==> config.mk <==
export PLATFORM = sky130hd
export DESIGN_NAME = key_switch_input_pio
export DESIGN_NICKNAME = d
export VERILOG_FILES = /design/src/rtl/key_switch_pio_pkg.sv /design/src/rtl/debounce_bit.sv /design/src/rtl/key_switch_input_pio.sv
export SDC_FILE = /design/constraint.sdc
export NUM_CORES = 1
export LEC_CHECK = 0
export CELL_PAD_IN_SITES_DETAIL_PLACEMENT = 1
export CELL_PAD_IN_SITES_GLOBAL_PLACEMENT = 2
export CORE_MARGIN = 5
export CORE_UTILIZATION = 43
export DETAILED_ROUTE_END_ITERATION = 16
export PLACE_DENSITY_LB_ADDON = 0.1
export SLEW_MARGIN = 5
export SYNTH_ARGS = -nofsm -noshare
export SYNTH_HDL_FRONTEND = slang
export SYNTH_SLANG_ARGS = --single-unit
export TNS_END_PERCENT = 5
==> constraint.sdc <==
create_clock -name clk -period 3.5 [get_ports clk]
set_input_delay 0.7 -clock clk [delete_from_list [all_inputs] [get_ports clk]]
set_output_delay 0.7 -clock clk [all_outputs]
set_load 0.02 [all_outputs]
==> src/rtl/key_switch_pio_pkg.sv <==
// rtl/key_switch_pio_pkg.sv - shared register map and defaults for the key/switch input PIO
package key_switch_pio_pkg;

  typedef logic [31:0] word_t;

  localparam logic [1:0] ADDR_DATA = 2'd0;
  localparam logic [1:0] ADDR_EDGE = 2'd1;
  localparam logic [1:0] ADDR_MASK = 2'd2;
  localparam logic [1:0] ADDR_RAW  = 2'd3;

  localparam int DEFAULT_DEBOUNCE_CYCLES = 50000;

endpackage

==> src/rtl/debounce_bit.sv <==
// rtl/debounce_bit.sv - per-pin 2-FF synchroniser, polarity fix-up and hold-time debouncer
module debounce_bit
  import key_switch_pio_pkg::*;
#(
  parameter int DEBOUNCE_CYCLES = DEFAULT_DEBOUNCE_CYCLES,
  parameter bit ACTIVE_LOW      = 1'b1
) (
  input  logic clk,
  input  logic reset_n,
  input  logic pin_in,
  output logic synced,
  output logic stable
);

  localparam int CW = (DEBOUNCE_CYCLES > 2) ? $clog2(DEBOUNCE_CYCLES) : 1;
  localparam logic [CW-1:0] LIMIT = CW'(DEBOUNCE_CYCLES - 1);

  logic          meta_q;
  logic          sync_q;
  logic          stable_q;
  logic [CW-1:0] cnt_q;

  assign synced = sync_q ^ ACTIVE_LOW;
  assign stable = stable_q;

  // Sync stages reset to the idle pin level so synced reads "not pressed" out of
  // reset and a held pin has to travel the full synchroniser before counting.
  always_ff @(posedge clk or negedge reset_n) begin
    if (!reset_n) begin
      meta_q   <= ACTIVE_LOW;
      sync_q   <= ACTIVE_LOW;
      stable_q <= 1'b0;
      cnt_q    <= '0;
    end else begin
      meta_q <= pin_in;
      sync_q <= meta_q;
      if (synced == stable_q) begin
        cnt_q <= '0;
      end else if (cnt_q == LIMIT) begin
        stable_q <= synced;
        cnt_q    <= '0;
      end else begin
        cnt_q <= cnt_q + CW'(1);
      end
    end
  end

endmodule

==> src/rtl/key_switch_input_pio.sv <==
// rtl/key_switch_input_pio.sv - Avalon-MM key/switch input port with debounce, press latch and irq
module key_switch_input_pio
  import key_switch_pio_pkg::*;
#(
  parameter int WIDTH           = 16,
  parameter int DEBOUNCE_CYCLES = DEFAULT_DEBOUNCE_CYCLES,
  parameter bit ACTIVE_LOW      = 1'b1
) (
  input  logic             clk,
  input  logic             reset_n,
  input  logic [WIDTH-1:0] pin_in,
  input  logic [1:0]       avs_address,
  input  logic             avs_read,
  input  logic             avs_write,
  input  logic [31:0]      avs_writedata,
  output logic [31:0]      avs_readdata,
  output logic             irq
);

  logic [WIDTH-1:0] synced;
  logic [WIDTH-1:0] stable;
  logic [WIDTH-1:0] rise;
  logic [WIDTH-1:0] stable_d_q;
  logic [WIDTH-1:0] edge_q, edge_d;
  logic [WIDTH-1:0] mask_q, mask_d;
  word_t            rdata_q, rdata_d;
  logic             irq_q;

  for (genvar i = 0; i < WIDTH; i++) begin : g_pin
    debounce_bit #(
      .DEBOUNCE_CYCLES(DEBOUNCE_CYCLES),
      .ACTIVE_LOW     (ACTIVE_LOW)
    ) u_debounce (
      .clk    (clk),
      .reset_n(reset_n),
      .pin_in (pin_in[i]),
      .synced (synced[i]),
      .stable (stable[i])
    );
  end

  if (WIDTH < 32) begin : g_unused_hi
    logic unused_hi;
    assign unused_hi = ^avs_writedata[31:WIDTH];
  end

  assign rise = stable & ~stable_d_q;

  // The W1C clear is applied before OR-ing in new presses so a same-cycle press survives.
  always_comb begin
    edge_d = edge_q;
    mask_d = mask_q;
    if (avs_write && avs_address == ADDR_EDGE) begin
      edge_d = edge_q & ~avs_writedata[WIDTH-1:0];
    end
    if (avs_write && avs_address == ADDR_MASK) begin
      mask_d = avs_writedata[WIDTH-1:0];
    end
    edge_d = edge_d | rise;
  end

  // Reads sample the registers before this cycle's write lands.
  always_comb begin
    rdata_d = rdata_q;
    if (avs_read) begin
      case (avs_address)
        ADDR_DATA: rdata_d = 32'(stable);
        ADDR_EDGE: rdata_d = 32'(edge_q);
        ADDR_MASK: rdata_d = 32'(mask_q);
        default:   rdata_d = 32'(synced);
      endcase
    end
  end

  always_ff @(posedge clk or negedge reset_n) begin
    if (!reset_n) begin
      stable_d_q <= '0;
      edge_q     <= '0;
      mask_q     <= '0;
      rdata_q    <= '0;
      irq_q      <= 1'b0;
    end else begin
      stable_d_q <= stable;
      edge_q     <= edge_d;
      mask_q     <= mask_d;
      rdata_q    <= rdata_d;
      irq_q      <= |(edge_q & mask_q);
    end
  end

  assign avs_readdata = rdata_q;
  assign irq          = irq_q;

endmodule

# Yosys cells after proc, flatten, opt, wreduce, memory -nomap -nowiden
# Index checks and enable logic that the tools add are counted.
dict set report word_totals {
  reg_bits 385
  latch_bits 0
  ram_bits 0
  mem_bits_ro 0
  inputBits 54
  output_inout_bits 33
  memories 0
}
dict set report classes {
  n_addsub 16
  n_mul 0
  div_mod_pow 0
  order_cmp 0
  n_eq_ne 34
  shifts 0
  muxes 34
  n_bitwise 38
  n_reduce_logical 20
}
# operator n
set op_table {}
lappend op_table {{two-way mux 16 bit} 33}
lappend op_table {{adder 16 x 1 -> 16 bit (second input constant)} 16}
lappend op_table {{equality test 16 bit (second input constant)} 16}
lappend op_table {{AND 16 bit} 3}
lappend op_table {{case mux 16 bit (3 select lines)} 1}
lappend op_table {{inverter 1 bit} 32}
lappend op_table {{inverter 16 bit} 2}
lappend op_table {{AND reduction 2 bit} 16}
lappend op_table {{equality test 1 bit} 16}
lappend op_table {{OR 16 bit} 1}
lappend op_table {{OR reduction 16 bit} 1}
lappend op_table {{equality test 2 x 1 -> 1 bit (second input constant)} 1}
lappend op_table {{equality test 2 bit (second input constant)} 1}
lappend op_table {{logical AND 1 bit} 2}
lappend op_table {{logical NOT 2 bit} 1}

# Longest topological paths before layout
dict set report depth {
  depth_word 4
  mapped_depth 7
  mapped_depth_nobuf 5
}

# Modules after synthesis
# A second synthesis with hierarchy kept.
dict set report unflattened {
  cells_unflattened 1627
  hier_area_um2 17352.9
}
# module instances cells_each area_per_inst_um2 seq_area_each_um2
set modules_own_cells {}
lappend modules_own_cells {debounce_bit 16 86 894.6 478.0}
lappend modules_own_cells {key_switch_input_pio 1 251 3039.2 1626.6}

# Least setup slack after synthesis
# OpenSTA, ideal clock, no wires.
dict set report synth_timing {
  path_type {input -> register}
  startpoint {input port avs_address[0]}
  endpoint {register rdata_q[11] (netlist: avs_readdata[11])}
  setup_ps 125
  arrival_ps 1978
  required_time_ps 3375
  setup_slack_ps 1397
  stages 4
  n_path_buf 2
  cell_sequence {buf_2 buf_2 mux4_2 mux2_2}
}
dict set report synth_between {
  elab_chain_len 2
  elab_cells_between_ends 4
  cone_classes {2 x eq/ne; 1 x mux; 1 x reduce/logical}
}
# element line
set synth_rtl {}
lappend synth_rtl {{start: declaration} key_switch_input_pio.sv:12} ;# input logic [1:0] avs_address,
lappend synth_rtl {{equality test 2 bit (tied with other cells)} key_switch_input_pio.sv:66} ;# case (avs_address)
lappend synth_rtl {{case mux 16 bit (3 select lines) (*)} key_switch_input_pio.sv:66}
lappend synth_rtl {{end signal: assignment} key_switch_input_pio.sv:86} ;# rdata_q <= rdata_d;
lappend synth_rtl {{end: declaration} key_switch_input_pio.sv:26} ;# word_t rdata_q, rdata_d;
# Every way passes the cells marked *; elsewhere a longest branch is shown, timed or not.
# A chain may end at the register's enable or synchronous reset.

# Final worst setup path
dict set report layout_timing {
  startpoint {register rdata_q[2] (netlist: avs_readdata[2])}
  endpoint {output port avs_readdata[2]}
}
# element line
set layout_lines {}
lappend layout_lines {{end: declaration} key_switch_input_pio.sv:16} ;# output logic [31:0] avs_readdata,
# No word-level cell between the ends.

==> results_dict.tcl <==
set metrics [dict create \
    run_status "finished, final reports clean" \
    dr.pass1.iters 4 \
    timing.hold.worst.class "in2async" \
    die_y_um 208 \
    first_global_vias 12500 \
    placement_cell_area_mm2 0.0181 \
    total_switching_power_uw 2250 \
    critical_path_peak_fanout 2 \
    ir_worst_vdd_v 0.000399 \
    dominantRegCellSynth "sky130_fd_sc_hd__dfrtp_1" \
    design.die.area_mm2 0.0433 \
    post-synth-top-area-fraction_pct 50.0 \
    layout_worst_path_cycle_share_pct 65.0 \
    finish.instance_area_mm2 0.0196 \
    layout_commonest_cell "sky130_fd_sc_hd__dfrtp_1" \
    critical-path-max-stage-delay_ns 0.63 \
    cp_top_family "buffers and inverters" \
    cts_hold_repair.buffers 0 \
    cts_tree "built" \
    synth_edf_count 0 \
    share_of_power_burned_in_registers_pct 46.1 \
    yosysWarningCount 0 \
    cts.reportedPaths.clkPinSlew_ns 0.06 \
    ant_nets 0 \
    sw_frac_of_total_pct 22.7 \
    grt_start_max_net_pins 79 \
    clock_period_minus_worst_slack_ns 2.27 \
    yosys_register_bits 369 \
    grt_usage_pct 17.9 \
    synthesis.area_mm2 0.0169 \
    netlist_instances 1595 \
    finished_core_util_pct 50.6 \
    cts-buffers-inserted 43 \
    netlist_cell_types 49 \
    drt_first_iter_violations 542 \
    crit_path_cell_trace "clkdlybuf4s50_1" \
    initial_standard_cell_utilization_of_the_core_pct 43.6 \
    final.fill_count 4244 \
    setup-violations-final 0 \
    post-synth-top-area-cell "sky130_fd_sc_hd__dfrtp_1" \
    total_inserted_antenna_cells 0 \
    most-common-layout-cells "sky130_fd_sc_hd__dfrtp_1, sky130_fd_sc_hd__nor2_1, sky130_fd_sc_hd__xnor2_1" \
    tightestPinTransition_ns 0.755 \
    htreeDepth 2 \
    cellInternalPower_uw 7660 \
    ctsRootBufferMaster "sky130_fd_sc_hd__clkbuf_16" \
    grt_antenna_before_repair 1 \
    cap_viol_max_count 0 \
    row_count 72 \
    floorplan.io_pins 87 \
    route.vias.total 11700 \
    slew_headroom_pct 49.6 \
    num-nets-final 1757 \
    fin_worst_skew_ns 0.00917 \
    cpMaxStageDelayCell "sky130_fd_sc_hd__clkdlybuf4s50_1" \
    power-per-cell-area_mw_per_mm2 506 \
    route.detailed.vias_per_inst 5.25 \
    critPathBufInv 1 \
    routedWlPerCell_um 17.1 \
    route.detailed.drc 0 \
    tns_ns 0 \
    postSynthAreaPerCell_um2 10.6 \
    unrepaired_setup_endpoints_after_global_routing "no" \
    p_comb_share_pct 6.1 \
    clkSinkCount 369 \
    cts_buffer_depth 3 \
    worstPathArrival_ns 1.57 \
    proportion_of_layout_cells_with_a_drive_suffix_above_1_pct 10.9 \
    post_cts_resize_count 0 \
    detail_route.wirelength_um 38200 \
    ys_top_cells_by_area "sky130_fd_sc_hd__dfrtp_1, sky130_fd_sc_hd__xnor2_1, sky130_fd_sc_hd__nor2_1" \
    post_cts_buffers 0 \
    critical_path.endpoint_type "output port" \
    report.final.slew_viol_count 0 \
    crit_type "reg2out" \
    final_hold_viol_count 0 \
    fp.coreArea_mm2 0.0387 \
    ys_seq_area_share_pct 55.0 \
    area_growth_pct 16.1 \
    asyncSetResetFlopFracSynth_pct 100 \
    worstSetupStartpointType "register" \
    gp_congestion 0.773 \
    port-buffer-count 54 \
    max_clock_freq_mhz 440 \
    latest_clock_arrival_within_the_worst_skew_pair_ns 0.55 \
    p_clk_share_pct 47.8 \
    dp_hpwl_um 26100 \
    grt_overflow_total 0 \
    critical_path_required_ns 2.80 \
    static-leakage-power_uw 0.00781 \
    die_x_um 208 \
    grt_first_pass_wirelength_um 65500 \
]
-- logic make-up (layout without fill, tap and decap cells) --
family	after synthesis	count (layout)	share of synthesized area [%]
simple gates	742	742	21.4
flops	369	369	55.0
xor+xnor	235	235	12.2
buf+inv	125	236	3.40
mux	55	55	4.69
compound gates	52	52	2.19
fa+ha+maj	16	16	1.19
other cells	1	16	0.0222
-- synthesized netlist by cell type (all sizes together), types with 14 or more instances --
cell / number
and3: 15
buf: 31
dfrtp: 337
dfstp: 32
ha: 16
inv: 83
mux2: 32
mux4: 16
nand2: 101
nand3: 84
nand4: 68
nor2: 292
nor3: 57
nor4: 76
nor4bb: 14
o21ai: 29
xnor2: 210
xor2: 25
-- power by group through the flow --
stage,logic (µW),registers (µW),clock network (µW)
after floorplan,281,4640,0
after global placement,604,4640,0
after detailed placement,620,4640,0
after CTS,623,4570,4890
after global routing,669,4580,5070
final,603,4570,4740
-- worst paths after layout --
| check | end | from | cells after the start | slack [ns] |
|---|---|---|---|---|
| max | avs_readdata[2] | avs_readdata[2] | 1 | 1.23 |
| min | g_pin[5].u_debounce.cnt_q[13] | reset_n | 1 | 0.15 |
| max reg2reg | g_pin[0].u_debounce.cnt_q[12] | g_pin[0].u_debounce.cnt_q[0] | 5 | 1.37 |
| min reg2reg | g_pin[11].u_debounce.sync_q | g_pin[11].u_debounce.meta_q | 0 | 0.36 |
| max in group asynchronous | g_pin[14].u_debounce.meta_q | reset_n | 2 | 2.50 |
| min in group clk | g_pin[11].u_debounce.sync_q | g_pin[11].u_debounce.meta_q | 0 | 0.36 |
-- final cells by class --
class | count | area, µm² | area share, %
clock buffer | 61 | 1270 | 6.46
inverter | 83 | 312 | 1.59
tap | 518 | 648 | 3.31
sequential | 369 | 9270 | 47.3
multi-input combinational | 1116 | 7090 | 36.2
timing repair buffer | 74 | 758 | 3.87
clock inverter | 18 | 245 | 1.25
-- routing by layer --
| metal | vias to the layer above | part of all wire [%] | track usage (%) |
|---|---|---|---|
| met4 | 2 | 2.0 | 4.48 |
| li1 | 5614 | - | - |
| met3 | 53 | 3.0 | 2.92 |
| met1 | 5962 | 47 | 24.7 |
| met5 | - | 0.034 | 0 |
| met2 | 113 | 48 | 29.7 |
-- metrics by stage --
step / cells / setup slack (ns) / total power [µW] / hold WS [ns]
after floorplan: 1610 / 1.40 / 4920 / 0.345
after global placement: 2160 / 0.811 / 5240 / 0.346
after detailed placement: 2160 / 0.752 / 5260 / 0.347
after CTS: 2239 / 1.18 / 10100 / 0.161
after global routing: 2239 / 1.18 / 10300 / 0.187
final: 2239 / 1.23 / 9910 / 0.153
-- registers in the layout, indices dropped and copies added (netlist names) --
signal / count
stable_d_q: 16
edge_q: 16
g_pin.u_debounce.stable: 16
irq: 1
g_pin.u_debounce.sync_q: 16
avs_readdata: 16
mask_q: 16
g_pin.u_debounce.cnt_q: 256
g_pin.u_debounce.meta_q: 16
No activity file was read; power rests on OpenSTA's default activity.
